File: src/rtl/timer_dev.sv
// timer_dev: programmable interval timer (one-shot / auto-reload) on the bridge I/O bus.
// Define TIMER_PRESCALE_EN to add the 16-bit PRESCALE register at word offset 3.
module timer_dev #(
  parameter int CNT_W = 32
) (
  input  logic        clk,
  input  logic        rst,
  input  logic [1:0]  Addr,
  input  logic        WE,
  input  logic [31:0] DIN,
  output logic [31:0] DOUT,
  output logic        IRQ
);

  typedef enum logic [1:0] {
    IDLE = 2'd0,
    LOAD = 2'd1,
    CNT  = 2'd2,
    INT  = 2'd3
  } state_t;

  state_t           state, state_next;
  logic [3:0]       ctrl;
  logic [CNT_W-1:0] preset;
  logic [CNT_W-1:0] count;
  logic             irq_flag, irq_flag_next;
  logic             en, auto_reload, im_next;
  logic             ctrl_we, preset_we;
  logic             step;
  logic             load_cnt, dec_cnt, terminal, clr_en, reload_clr;
  logic             unused_din;

  assign en          = ctrl[0];
  assign auto_reload = (ctrl[2:1] == 2'b01);
  assign ctrl_we     = WE && (Addr == 2'd0);
  assign preset_we   = WE && (Addr == 2'd1);
  assign unused_din  = ^DIN;

`ifdef TIMER_PRESCALE_EN
  logic [15:0] prescale;
  logic [15:0] pcnt;
  logic        prescale_we;

  assign prescale_we = WE && (Addr == 2'd3);
  // A count step only fires once the prescale counter reaches PRESCALE.
  assign step = (pcnt == prescale);

  always_ff @(posedge clk) begin
    if (!rst) begin
      prescale <= '0;
      pcnt     <= '0;
    end else begin
      if (prescale_we) prescale <= DIN[15:0];
      if (state == LOAD)           pcnt <= '0;
      else if (state == CNT && en) pcnt <= step ? 16'd0 : pcnt + 16'd1;
    end
  end
`else
  assign step = 1'b1;
`endif

  // NOTE: sequential state uses non-blocking (<=) so every flop samples pre-edge values.
  always_ff @(posedge clk) begin
    if (!rst) state <= IDLE;
    else      state <= state_next;
  end

  // NOTE: every always_comb output gets a default first, so no path can infer a latch.
  always_comb begin
    state_next = state;
    case (state)
      IDLE: if (en) state_next = LOAD;
      LOAD: state_next = CNT;
      CNT: begin
        if (!en)                              state_next = IDLE;
        else if (step && count <= CNT_W'(1))  state_next = INT;
      end
      INT:  state_next = auto_reload ? LOAD : IDLE;
      default: state_next = IDLE;
    endcase
  end

  always_comb begin
    load_cnt   = 1'b0;
    dec_cnt    = 1'b0;
    terminal   = 1'b0;
    clr_en     = 1'b0;
    reload_clr = 1'b0;
    case (state)
      LOAD: load_cnt = 1'b1;
      CNT: begin
        if (en && step) begin
          if (count > CNT_W'(1)) dec_cnt  = 1'b1;
          else                   terminal = 1'b1;
        end
      end
      INT: begin
        if (auto_reload) reload_clr = 1'b1;
        else             clr_en     = 1'b1;
      end
      default: ;
    endcase
  end

  // Auto-reload drops the flag as the FSM heads back into LOAD, giving a 1-cycle pulse.
  // The terminal-count set is applied last so it wins over a same-edge CTRL write.
  always_comb begin
    irq_flag_next = irq_flag;
    if (ctrl_we || reload_clr) irq_flag_next = 1'b0;
    if (terminal)              irq_flag_next = 1'b1;
    im_next = ctrl_we ? DIN[3] : ctrl[3];
  end

  always_ff @(posedge clk) begin
    if (!rst) begin
      ctrl     <= '0;
      preset   <= '0;
      count    <= '0;
      irq_flag <= 1'b0;
      IRQ      <= 1'b0;
    end else begin
      // A CPU CTRL write overrides the one-shot EN clear on the same edge.
      if (ctrl_we)     ctrl    <= DIN[3:0];
      else if (clr_en) ctrl[0] <= 1'b0;

      if (preset_we) preset <= DIN[CNT_W-1:0];

      if (load_cnt)      count <= preset;
      else if (dec_cnt)  count <= count - CNT_W'(1);
      else if (terminal) count <= '0;

      irq_flag <= irq_flag_next;
      // Registered from next-state values so IRQ rises on the same edge as the flag.
      IRQ      <= irq_flag_next & im_next;
    end
  end

  always_comb begin
    DOUT = '0;
    case (Addr)
      2'd0: DOUT[3:0]       = ctrl;
      2'd1: DOUT[CNT_W-1:0] = preset;
      2'd2: DOUT[CNT_W-1:0] = count;
`ifdef TIMER_PRESCALE_EN
      2'd3: DOUT[15:0]      = prescale;
`endif
      default: ;
    endcase
  end

endmodule

File: config.mk
export PLATFORM = sky130hd
export DESIGN_NAME = timer_dev
export DESIGN_NICKNAME = d
export VERILOG_FILES = /design/src/rtl/timer_dev.sv
export SDC_FILE = /design/constraint.sdc
export NUM_CORES = 1
export LEC_CHECK = 0
export BUFFER_PORTS_ARGS = -buffer_cell sky130_fd_sc_hd__clkbuf_2
export CAP_MARGIN = 10
export CORE_MARGIN = 2
export CORE_UTILIZATION = 24
export DETAILED_ROUTE_END_ITERATION = 16
export PLACE_DENSITY = 0.44
export SLEW_MARGIN = 10
export SYNTH_ARGS = -nofsm -noshare
export SYNTH_HDL_FRONTEND = slang
export SYNTH_SLANG_ARGS = --single-unit
File: constraint.sdc
create_clock -name clk -period 2.29 [get_ports clk]
set_input_delay 0.1145 -clock clk [delete_from_list [all_inputs] [get_ports clk]]
set_output_delay 0.1145 -clock clk [all_outputs]
set_load 0.01 [all_outputs]
==> results of run 1 <==
[registers in the layout, indices dropped and copies added, names as in the netlist]
register / flops
IRQ: 1
state: 2
preset: 32
count: 32
irq_flag: 1
ctrl: 4
[cell usage in the layout, fill, tap and decap left out, types with 3 or more instances in the layout]
cell type / Yosys / layout
dlygate4sd3_1: 0 / 28
o21a_1: 3 / 3
inv_1: 5 / 5
nand4b_1: 3 / 3
buf_4: 1 / 29
nor4_1: 7 / 7
nand3b_1: 3 / 3
clkbuf_8: 0 / 3
o211ai_1: 6 / 6
o22ai_1: 3 / 3
nor2_1: 23 / 23
nor3_1: 11 / 11
a31oi_1: 16 / 16
nand2_1: 87 / 87
nand3_1: 29 / 29
and3_1: 4 / 4
nor2b_1: 30 / 29
a21oi_1: 55 / 55
ha_1: 6 / 6
xor2_1: 5 / 5
xnor2_1: 7 / 7
clkbuf_2: 1 / 69
a222oi_1: 5 / 5
a22oi_1: 45 / 45
clkbuf_16: 0 / 9
dfxtp_1: 72 / 72
nor4_4: 3 / 3
nand4_1: 4 / 4
o31a_1: 5 / 5
or4_1: 3 / 3
[routing by layer]
layer,track usage [%],up-vias
met5,0,-
met4,4.74,0
met3,3.42,18
met2,24.5,110
met1,22.1,2061
li1,-,2102
[metrics by stage]
stage	utilization (%)	area (um2)	total power, mW	setup slack (ns)	cells
after floorplan	-	4090	1.47	0.391	521
after global placement	28.7	4780	1.59	0.279	797
after detailed placement	28.7	4780	1.59	0.252	797
after CTS	32.1	5340	2.98	0.233	839
after global routing	32.1	5340	3.07	0.0680	839
final	32.1	5340	2.94	0.212	839
[power breakdown]
part	switching [mW]	total, mW	internal (mW)
Clock	0.535	1.35	0.811
Sequential	0.0217	1.30	1.28
Combinational	0.163	0.299	0.135
[layout make-up]
cell class / count / area share (%)
multi-input combinational: 399 / 45.7
tap: 220 / 5.16
inverter: 6 / 0.422
timing repair buffer: 128 / 16.5
sequential: 72 / 27.0
clock buffer: 14 / 5.13
[path summary, 6_finish.rpt]
kind / startpoint / endpoint / cells past startpoint
hold / removal: DIN[1] / preset[1] / 3
setup reg to reg: count[0] / count[28] / 8
setup / recovery: count[0] / count[28] / 8
hold reg to reg: preset[13] / preset[13] / 2
[cells by family after synthesis]
| kind of cell | after synthesis | synth area share [%] |
|---|---|---|
| flops | 72 | 35.2 |
| compound gates | 153 | 25.4 |
| xor+xnor | 12 | 2.57 |
| buf+inv | 50 | 5.17 |
| mux | 2 | 0.489 |
| fa+ha+maj | 6 | 1.83 |
| simple gates | 226 | 29.3 |
[repair_timing]
action	in CTS	in global routing
hold endpoints to repair	28	0
hold buffers	28	0
gates resized for setup	0	0
[critical path: cells and delay by family (launching register included)]
family,cells,cell delay (ns)
DFF,1,0.37
adders and majority gates,1,0.22
xor gates and xnor gates,1,0.18
and+or+nand+nor,3,0.80
buffers and inverters,2,0.28
AOI/OAI and AO/OA,1,0.10
==> impl_results.md, run 1 <==
* Met2 WL at ~6200 um
* Share of layout cells above drive strength 1 at between 20% and 30%
* Crit-path cells: inv_1 -> ha_1 -> nor3b_1 -> buf_4 -> nand2_1 -> nor4_2 -> xnor2_1 -> o22ai_2
* Synth cell count leaders: nand2_1, dfxtp_1, a21oi_1
* Max-cap violations at 0
* First-pass DRT Iterations at 8
* Slew HR at roughly 63%
* Vias in the first global route at ~4200
* Clock latency on the worst-skew pair at 0.35 ns
* First-pass GRT wire length at 22700 um
* Hold WC Path Type: input port to flip-flop
* PD cells at ~550 nW/um2
* Reg-to-reg slack, setup at around 0.21 ns
* Final Hold Slack at between 0.01 and 0.015 ns
* H-tree levels at 3
* CP Class: flip-flop to flip-flop
* Met1 wire length at between 6000 and 7000 um
* Hold Violations, Final at 0
* Status: finished, final reports clean
* Die Area at roughly 18000 um2
* Multi-input gate area at 2440 um2
* Worst EP arrival at 2.29 ns
* Synth Warn # at 0
* WL met3 at a little under 600 um
* TritonCTS buffer count at 9
* Largest net degree at the start of global routing at 44
* Routed WL at 13900 um
* Post-synth ARST share at 0%
* # rows at between 40 and 50
* Average cell area after synthesis at 7.86 um2
* Worst Max-Slew Pin Slew at ~0.55 ns
* Final Critical Period at between 2 and 2.5 ns
* Total congestion overflow at 0
* Slowest CP cell: dfxtp_1
* Register area share after synthesis at a little over a third
* Endpoints failing setup at 0
* Leakage at 2.02 nW
* Cell with the most instances after synthesis: nand2_1
* Final Cycle Share at between 90% and 100%
* Setup repair bufs after CTS at 0
* Worst setup EP type: flip-flop
* Final slew viol count at 0
* Die width at roughly 130 um
* Syn Inst Count at 521
* Dpl hpwl at between 9000 and 10000 um
* Nets at 659
* Root buffer cell: clkbuf_16
* ANT nets after route at 0
* Io pins at 70
* Initial antenna violation count at 1
* Yosys reg bits at ~70
* Synth top area share at 35.2%
* VDD IR max at roughly 0.36 mV
* Placer Congestion at between 0.8 and 0.9
* Cell Area, Synth at approximately 4100 um2
* Reg area at 1440 um2
* Initial cell density of the core at about a quarter
* Core area at 16600 um2
* Die height at about 130 um
* Initial DRC Count at 400
* Vias per cell at around 5.1
* Top_reg_cell synth: dfxtp_1
* CP startpoint kind: flip-flop
* Clock-pin slew on the worst setup and hold paths at roughly 0.05 ns
* Largest cells by area after synthesis: dfxtp_1, a22oi_1, nand2_1, a21oi_1, nor2b_1
* RSZ-0062 raised after global routing: no
* FMAX at about 0.48 GHz
* Setup TNS at 0 ns
* DR top layer: met4
* Count of input and output buffers at 69
* # DRC at 0
* Post-synth top area cell: dfxtp_1
* Diode count at 0
* CTS tree: built
* Drt wl/cell at 16.5 um
* GR Util All Layers at between 15 and 20%
* Vias at roughly 4300
* Netlist cell types at between 60 and 70
* Clk_skew at about 0.0067 ns
* Area growth from synthesis to layout at 30.4%
* Fill cells at 1802
* Syn_nets at ~560
* Number of synthesized flops with an enable pin at 0
* Critical Path RT at about 2.5 ns
* CP max FO at 9
* Crit path largest cell delay at roughly 0.37 ns
* Longest Clk Path Bufs at 2
* CTS Sinks at 72
Note: power is estimated with default switching activity, not from simulation.
==> run 2, diff against run 1 <==
--- a/config.mk
+++ b/config.mk
@@ -5,10 +5,11 @@
 export SDC_FILE = /design/constraint.sdc
 export NUM_CORES = 1
 export LEC_CHECK = 0
-export BUFFER_PORTS_ARGS = -buffer_cell sky130_fd_sc_hd__clkbuf_2
+export BUFFER_PORTS_ARGS = -buffer_cell sky130_fd_sc_hd__buf_2
 export CAP_MARGIN = 10
 export CORE_MARGIN = 2
 export CORE_UTILIZATION = 24
+export CTS_CLUSTER_SIZE = 20
 export DETAILED_ROUTE_END_ITERATION = 16
 export PLACE_DENSITY = 0.44
 export SLEW_MARGIN = 10
==> run 2 against run 1 <==
Combinational power fell by 8.4%. Via count down 0.98%. Utilization is 1.0 points lower. Critical path type unchanged. Register-to-register slack lost 0.06 ns. Non-clock buffer count is 17 lower. Largest power group unchanged. Cell count is 2.0% lower. Sequential share of layout area rose by 0.90 points.
==> impl_results.md, run 2 (synthesis gave the netlist of run 1 again) <==
* Vias in the first global route at 4217 (was 4231)
* Slowest CP cell: or3b_2 (was dfxtp_1)
* Share of layout cells above drive strength 1 at 21.9% (was 20.7%)
* CP startpoint kind: flip-flop (unchanged)
* Hold Violations, Final at 0 (unchanged)
* Diode count at 0 (unchanged)
* Dpl hpwl at 9940 um (was 9990 um)
* First-pass DRT Iterations at 8 (unchanged)
* Placer Congestion at 0.889 (was 0.845)
* # rows at 47 (unchanged)
* Clk_skew at 0.00525 ns (was 0.00673 ns)
* Setup repair bufs after CTS at 0 (unchanged)
* Status: finished, final reports clean (unchanged)
* Switching pwr at 712 uW (was 720 uW)
* Worst Max-Slew Pin Slew at 0.611 ns (was 0.552 ns)
* Worst path bufs/invs at 1 (was 2)
* Commonest non-fill, non-tap cells in the layout: nand2_1, dfxtp_1, buf_2 (was nand2_1, dfxtp_1, clkbuf_2)
* Nets at 642 (was 659)
* Vias at 4249 (was 4291)
* Clk pwr share at 46.0% (was 45.7%)
* Combinational power share at 9.4% (was 10.1%)
* Leakage at 1.98 nW (was 2.02 nW)
* Switching fraction of total power at 24.4% (was 24.5%)
* Endpoints failing setup at 0 (unchanged)
* Root buffer cell: clkbuf_16 (unchanged)
* GR Util All Layers at 15.9% (was 15.8%)
* Hold WC Path Type: input port to flip-flop (unchanged)
* Initial DRC Count at 269 (was 400)
* CP Class: flip-flop to flip-flop (unchanged)
* Crit path largest cell delay at 0.52 ns (was 0.37 ns)
* Clock-pin slew on the worst setup and hold paths at 0.05 ns (about the same)
* Commonest non-fill, non-tap cell in the layout: nand2_1 (unchanged)
* Largest net degree at the start of global routing at 45 (was 44)
* Final Cycle Share at 93.4% (was 90.7%)
* Vias per cell at 5.17 (was 5.11)
* CTS tree: built (unchanged)
* FMAX at 0.468 GHz (was 0.481 GHz)
* H-tree levels at 3 (unchanged)
* Routed WL at 13800 um (was 13900 um)
* Largest regs: count: 32 flops, preset: 32 flops, ctrl: 4 flops (unchanged)
* CP max FO at 7 (was 9)
* Critical Path RT at 2.58 ns (was 2.50 ns)
* TritonCTS buffer count at 9 (unchanged)
* Max-cap violations at 0 (unchanged)
* Longest Clk Path Bufs at 2 (unchanged)
* CTS Sinks at 72 (unchanged)
* PD cells at 564 nW/um2 (was 551 nW/um2)
* Setup TNS at 0 ns (unchanged)
* Worst EP arrival at 2.43 ns (was 2.29 ns)
* Crit-path cells: inv_1 -> ha_1 -> or3b_2 -> nor2_1 -> nand4_1 -> a211oi_1 -> o21a_1 (was inv_1 -> ha_1 -> nor3b_1 -> buf_4 -> nand2_1 -> nor4_2 -> xnor2_1 -> o22ai_2)
* ANT nets after route at 0 (unchanged)
* Die width at 135 um (unchanged)
* Total congestion overflow at 0 (unchanged)
* First-pass GRT wire length at 22500 um (was 22700 um)
* Area growth from synthesis to layout at 26.3% (was 30.4%)
* Core area at 16600 um2 (unchanged)
* Final Critical Period at 2.14 ns (was 2.08 ns)
* Worst setup EP type: flip-flop (unchanged)
* Io pins at 70 (unchanged)
* Slew HR at 59.3% (was 63.2%)
* Initial antenna violation count at 0 (was 1)
* Count of input and output buffers at 69 (unchanged)
* Clock latency on the worst-skew pair at 0.35 ns (about the same)
* Die height at 135 um (unchanged)
* Pint at 2.20 mW (was 2.22 mW)
* Final Hold Slack at 0.00758 ns (was 0.0119 ns)
* VDD IR max at 0.333 mV (was 0.360 mV)
* Delay-heaviest family, CP: simple AND/OR/NAND/NOR gates (unchanged)
* Sequential Power Share at 44.6% (was 44.1%)
* Final slew viol count at 0 (unchanged)
* # DRC at 0 (unchanged)
* Drt wl/cell at 16.8 um (was 16.5 um)
* Die Area at 18100 um2 (unchanged)
* Initial cell density of the core at 24.6% (unchanged)
* RSZ-0062 raised after global routing: no (unchanged)
[run 2: changes by cell type in the layout (fill, tap and decap cells not counted)]
cell / previous run / this run
buf_2: 0 / 69
dlygate4sd3_1: 28 / 9
and4b_2: 0 / 1
clkbuf_2: 69 / 0
nand2_2: 0 / 1
buf_4: 29 / 31
nand2_1: 87 / 86
and4b_1: 2 / 1
[run 2: area by class of cell]
class | count | area (um2)
fillers | 1842 | 11500
repair buffers | 111 | 708
multi-input cells | 399 | 2450
well taps | 220 | 275
flip-flops and latches | 72 | 1440
clock buffers | 14 | 274
inverters | 6 | 22.5
[run 2: timing repair]
| item | in CTS | in global routing |
|---|---|---|
| hold buffers | 9 | 0 |
| endpoints found under the setup margin | 0 | 8 |
| resized for setup | 0 | 2 |
| endpoints found under the hold margin | 9 | 0 |
[run 2: through the flow]
stage	cell area, um2	power, mW	std cells	util, %	setup slack, ns
floorplan	4090	1.47	521	-	0.391
global placement	4800	1.59	799	28.8	0.203
detailed placement	4800	1.59	799	28.8	0.168
CTS	5160	2.95	822	31.0	0.146
global route	5170	3.03	822	31.1	0.00709
finish	5170	2.91	822	31.1	0.152
[run 2: power groups by stage]
| stage | Combinational, mW | Clock (mW) | Sequential, mW |
|---|---|---|---|
| 6_report | 0.274 | 1.34 | 1.30 |
| 5_1_grt | 0.304 | 1.43 | 1.30 |
| 4_1_cts | 0.278 | 1.37 | 1.30 |
| 3_5_place_dp | 0.264 | 0 | 1.32 |
| 3_3_place_gp | 0.262 | 0 | 1.32 |
| 2_1_floorplan | 0.156 | 0 | 1.32 |
[run 2: worst reg2reg max path, cell delays in order (launching register included)]
cell and delay, ns:
dfxtp_1 0.37, inv_1 0.11, ha_1 0.23, or3b_2 0.52, nor2_1 0.32, nand4_1 0.15
a211oi_1 0.24, o21a_1 0.16
[run 2: path summary, 6_finish.rpt]
path / startpoint / end / slack [ns] / cells past startpoint
worst min-delay path: DIN[8] / preset[8] / 0.008 / 3
worst max register to register: count[0] / count[26] / 0.15 / 7
worst min register to register: preset[15] / preset[15] / 0.47 / 2
worst max-delay path: count[0] / count[26] / 0.15 / 7
[run 2: routing by layer]
metal | share of wire, % | GRT usage [%] | up-vias
met5 | 0 | 0 | -
met4 | 1.8 | 6.20 | 0
met3 | 5.1 | 3.04 | 19
met2 | 45 | 24.6 | 122
met1 | 48 | 21.7 | 2033
li1 | - | - | 2075
==> run 3, diff against run 2 <==
--- a/config.mk
+++ b/config.mk
@@ -5,7 +5,7 @@
 export SDC_FILE = /design/constraint.sdc
 export NUM_CORES = 1
 export LEC_CHECK = 0
-export BUFFER_PORTS_ARGS = -buffer_cell sky130_fd_sc_hd__buf_2
+export BUFFER_PORTS_ARGS = -buffer_cell sky130_fd_sc_hd__buf_4
 export CAP_MARGIN = 10
 export CORE_MARGIN = 2
 export CORE_UTILIZATION = 24
==> run 3 against run 2 <==
Global-route usage decreased by 0.59 points. Critical endpoint unchanged. Cell area is 0.63% higher. First-iteration DRC count fell by 1.1%. Die area unchanged. Sequential power barely moved. Largest cell class unchanged. Critical path depth is 1 lower. Combinational power up 2%. Worst hold slack gained 0.0062 ns. Highest routed layer unchanged.
==> impl_results.md, run 3 (synthesis gave the netlist of run 1 again) <==
* First-pass DRT Iterations at 4 (was 8)
* Vias at 4159 (was 4249)
* Clock-pin slew on the worst setup and hold paths at 0.06 ns (was 0.05 ns)
* Largest regs: count: 32 flops, preset: 32 flops, ctrl: 4 flops (unchanged)
* Dpl cells at 793 (was 799)
* CP startpoint kind: flip-flop (unchanged)
* Initial cell density of the core at 24.6% (unchanged)
* Final Util at 31.2% (was 31.1%)
* CP Class: flip-flop to flip-flop (unchanged)
* Worst setup EP type: flip-flop (unchanged)
* Die height at 135 um (unchanged)
* Status: finished, final reports clean (unchanged)
* Dpl hpwl at 9470 um (was 9940 um)
* Area growth from synthesis to layout at 27.1% (was 26.3%)
* Commonest non-fill, non-tap cells in the layout: buf_4, nand2_1, dfxtp_1 (was nand2_1, dfxtp_1, buf_2)
* DP Area at 4930 um2 (was 4800 um2)
* CTS Sinks at 72 (unchanged)
* Final instance area at 5200 um2 (was 5170 um2)
* PD cells at 555 nW/um2 (was 564 nW/um2)
* CP max FO at 8 (was 7)
* ANT nets after route at 0 (unchanged)
* VDD IR max at 0.339 mV (was 0.333 mV)
* Root buffer cell: clkbuf_16 (unchanged)
* Diode count at 0 (unchanged)
* Final slew viol count at 0 (unchanged)
* Die width at 135 um (unchanged)
* RSZ-0062 raised after global routing: no (unchanged)
* Hold Violations, Final at 0 (unchanged)
* Clock latency on the worst-skew pair at 0.34 ns (was 0.35 ns)
* # rows at 47 (unchanged)
* Setup repair bufs after CTS at 0 (unchanged)
* Routed WL at 13600 um (was 13800 um)
* Vias in the first global route at 4155 (was 4217)
* Initial DRC Count at 266 (was 269)
* Worst EP arrival at 2.30 ns (was 2.43 ns)
* Placer Congestion at 0.819 (was 0.889)
* Critical Path RT at 2.53 ns (was 2.58 ns)
* Crit-path cells: nor4_1 -> and4b_1 -> buf_4 -> and4_1 -> a211oi_1 -> o21a_1 (was inv_1 -> ha_1 -> or3b_2 -> nor2_1 -> nand4_1 -> a211oi_1 -> o21a_1)
* CTS Hold Bufs at 0 (was 9)
* Final Critical Period at 2.07 ns (was 2.14 ns)
* First-pass GRT wire length at 21800 um (was 22500 um)
* Post-CTS sizing at 0 (unchanged)
* Initial antenna violation count at 0 (unchanged)
* Slew HR at 58.9% (was 59.3%)
* Vias per cell at 5.15 (was 5.17)
* Crit path largest cell delay at 0.45 ns (was 0.52 ns)
* CTS tree: built (unchanged)
* TritonCTS buffer count at 9 (unchanged)
* Slowest CP cell: nor4_1 (was or3b_2)
* FMAX at 0.484 GHz (was 0.468 GHz)
* Total congestion overflow at 0 (unchanged)
* H-tree levels at 3 (unchanged)
* Largest net degree at the start of global routing at 70 (was 45)
* Endpoints failing setup at 0 (unchanged)
* Clk_skew at 0.00764 ns (was 0.00525 ns)
* Core area at 16600 um2 (unchanged)
* Worst Max-Slew Pin Slew at 0.617 ns (was 0.611 ns)
* Final Hold Slack at 0.0138 ns (was 0.00758 ns)
* Reg-to-reg slack, setup at 0.22 ns (was 0.15 ns)
* Share of layout cells above drive strength 1 at 21.6% (was 21.9%)
* Max-cap violations at 0 (unchanged)
* # DRC at 0 (unchanged)
* Commonest non-fill, non-tap cell in the layout: buf_4 (was nand2_1)
* Die Area at 18100 um2 (unchanged)
* Hold WC Path Type: input port to flip-flop (unchanged)
* Io pins at 70 (unchanged)
* Drt wl/cell at 16.8 um (about the same)
* Nets at 627 (was 642)
* Longest Clk Path Bufs at 2 (unchanged)
* Setup TNS at 0 ns (unchanged)
* Final Cycle Share at 90.2% (was 93.4%)
* Leakage at 1.94 nW (was 1.98 nW)
* Count of input and output buffers at 69 (unchanged)
* Non-Filler Instances at 808 (was 822)
* GR Util All Layers at 15.3% (was 15.9%)
run 3: report_power, final:
part           leakage (nW)  internal (mW)  switching, mW
Sequential            0.582           1.28         0.0210
Clock                 0.141          0.778          0.534
Combinational          1.22          0.120          0.159
Total                  1.94           2.17          0.714
run 3: path summary, 6_finish.rpt:
kind              start    endpoint  cells after the start
max           count[14]   count[26]                      6
min             DIN[24]  preset[24]                      3
max reg2reg   count[14]   count[26]                      6
min reg2reg  preset[15]  preset[15]                      2
run 3: critical path, delay by kind of cell, from the launching register on:
kind / cells / cell delay (ns)
simple gates: 3 / 1.12
buf+inv: 1 / 0.19
flops: 1 / 0.39
compound gates: 2 / 0.26
run 3: final cells by class:
| type | instances | area [um2] |
|---|---|---|
| Clock buffer | 11 | 253 |
| Clock inverter | 4 | 20.0 |
| Fill cell | 1827 | 11400 |
| Inverter | 6 | 22.5 |
| Multi-Input combinational cell | 399 | 2440 |
| Sequential cell | 72 | 1440 |
| Tap cell | 220 | 275 |
| Timing Repair Buffer | 96 | 746 |
run 3: layer usage:
layer / vias up / global-route usage (%) / wire length, um
met2: 114 / 23.3 / 6070
met1: 1993 / 21.1 / 6660
li1: 2035 / - / -
met5: - / 0 / 0
met4: 0 / 6.84 / 270
met3: 17 / 2.63 / 595
run 3: stage by stage:
step | total power, mW | setup slack (ns)
5_1_grt | 2.99 | 0.0545
6_report | 2.89 | 0.224
2_1_floorplan | 1.47 | 0.391
3_5_place_dp | 1.61 | 0.236
3_3_place_gp | 1.60 | 0.257
4_1_cts | 2.93 | 0.211
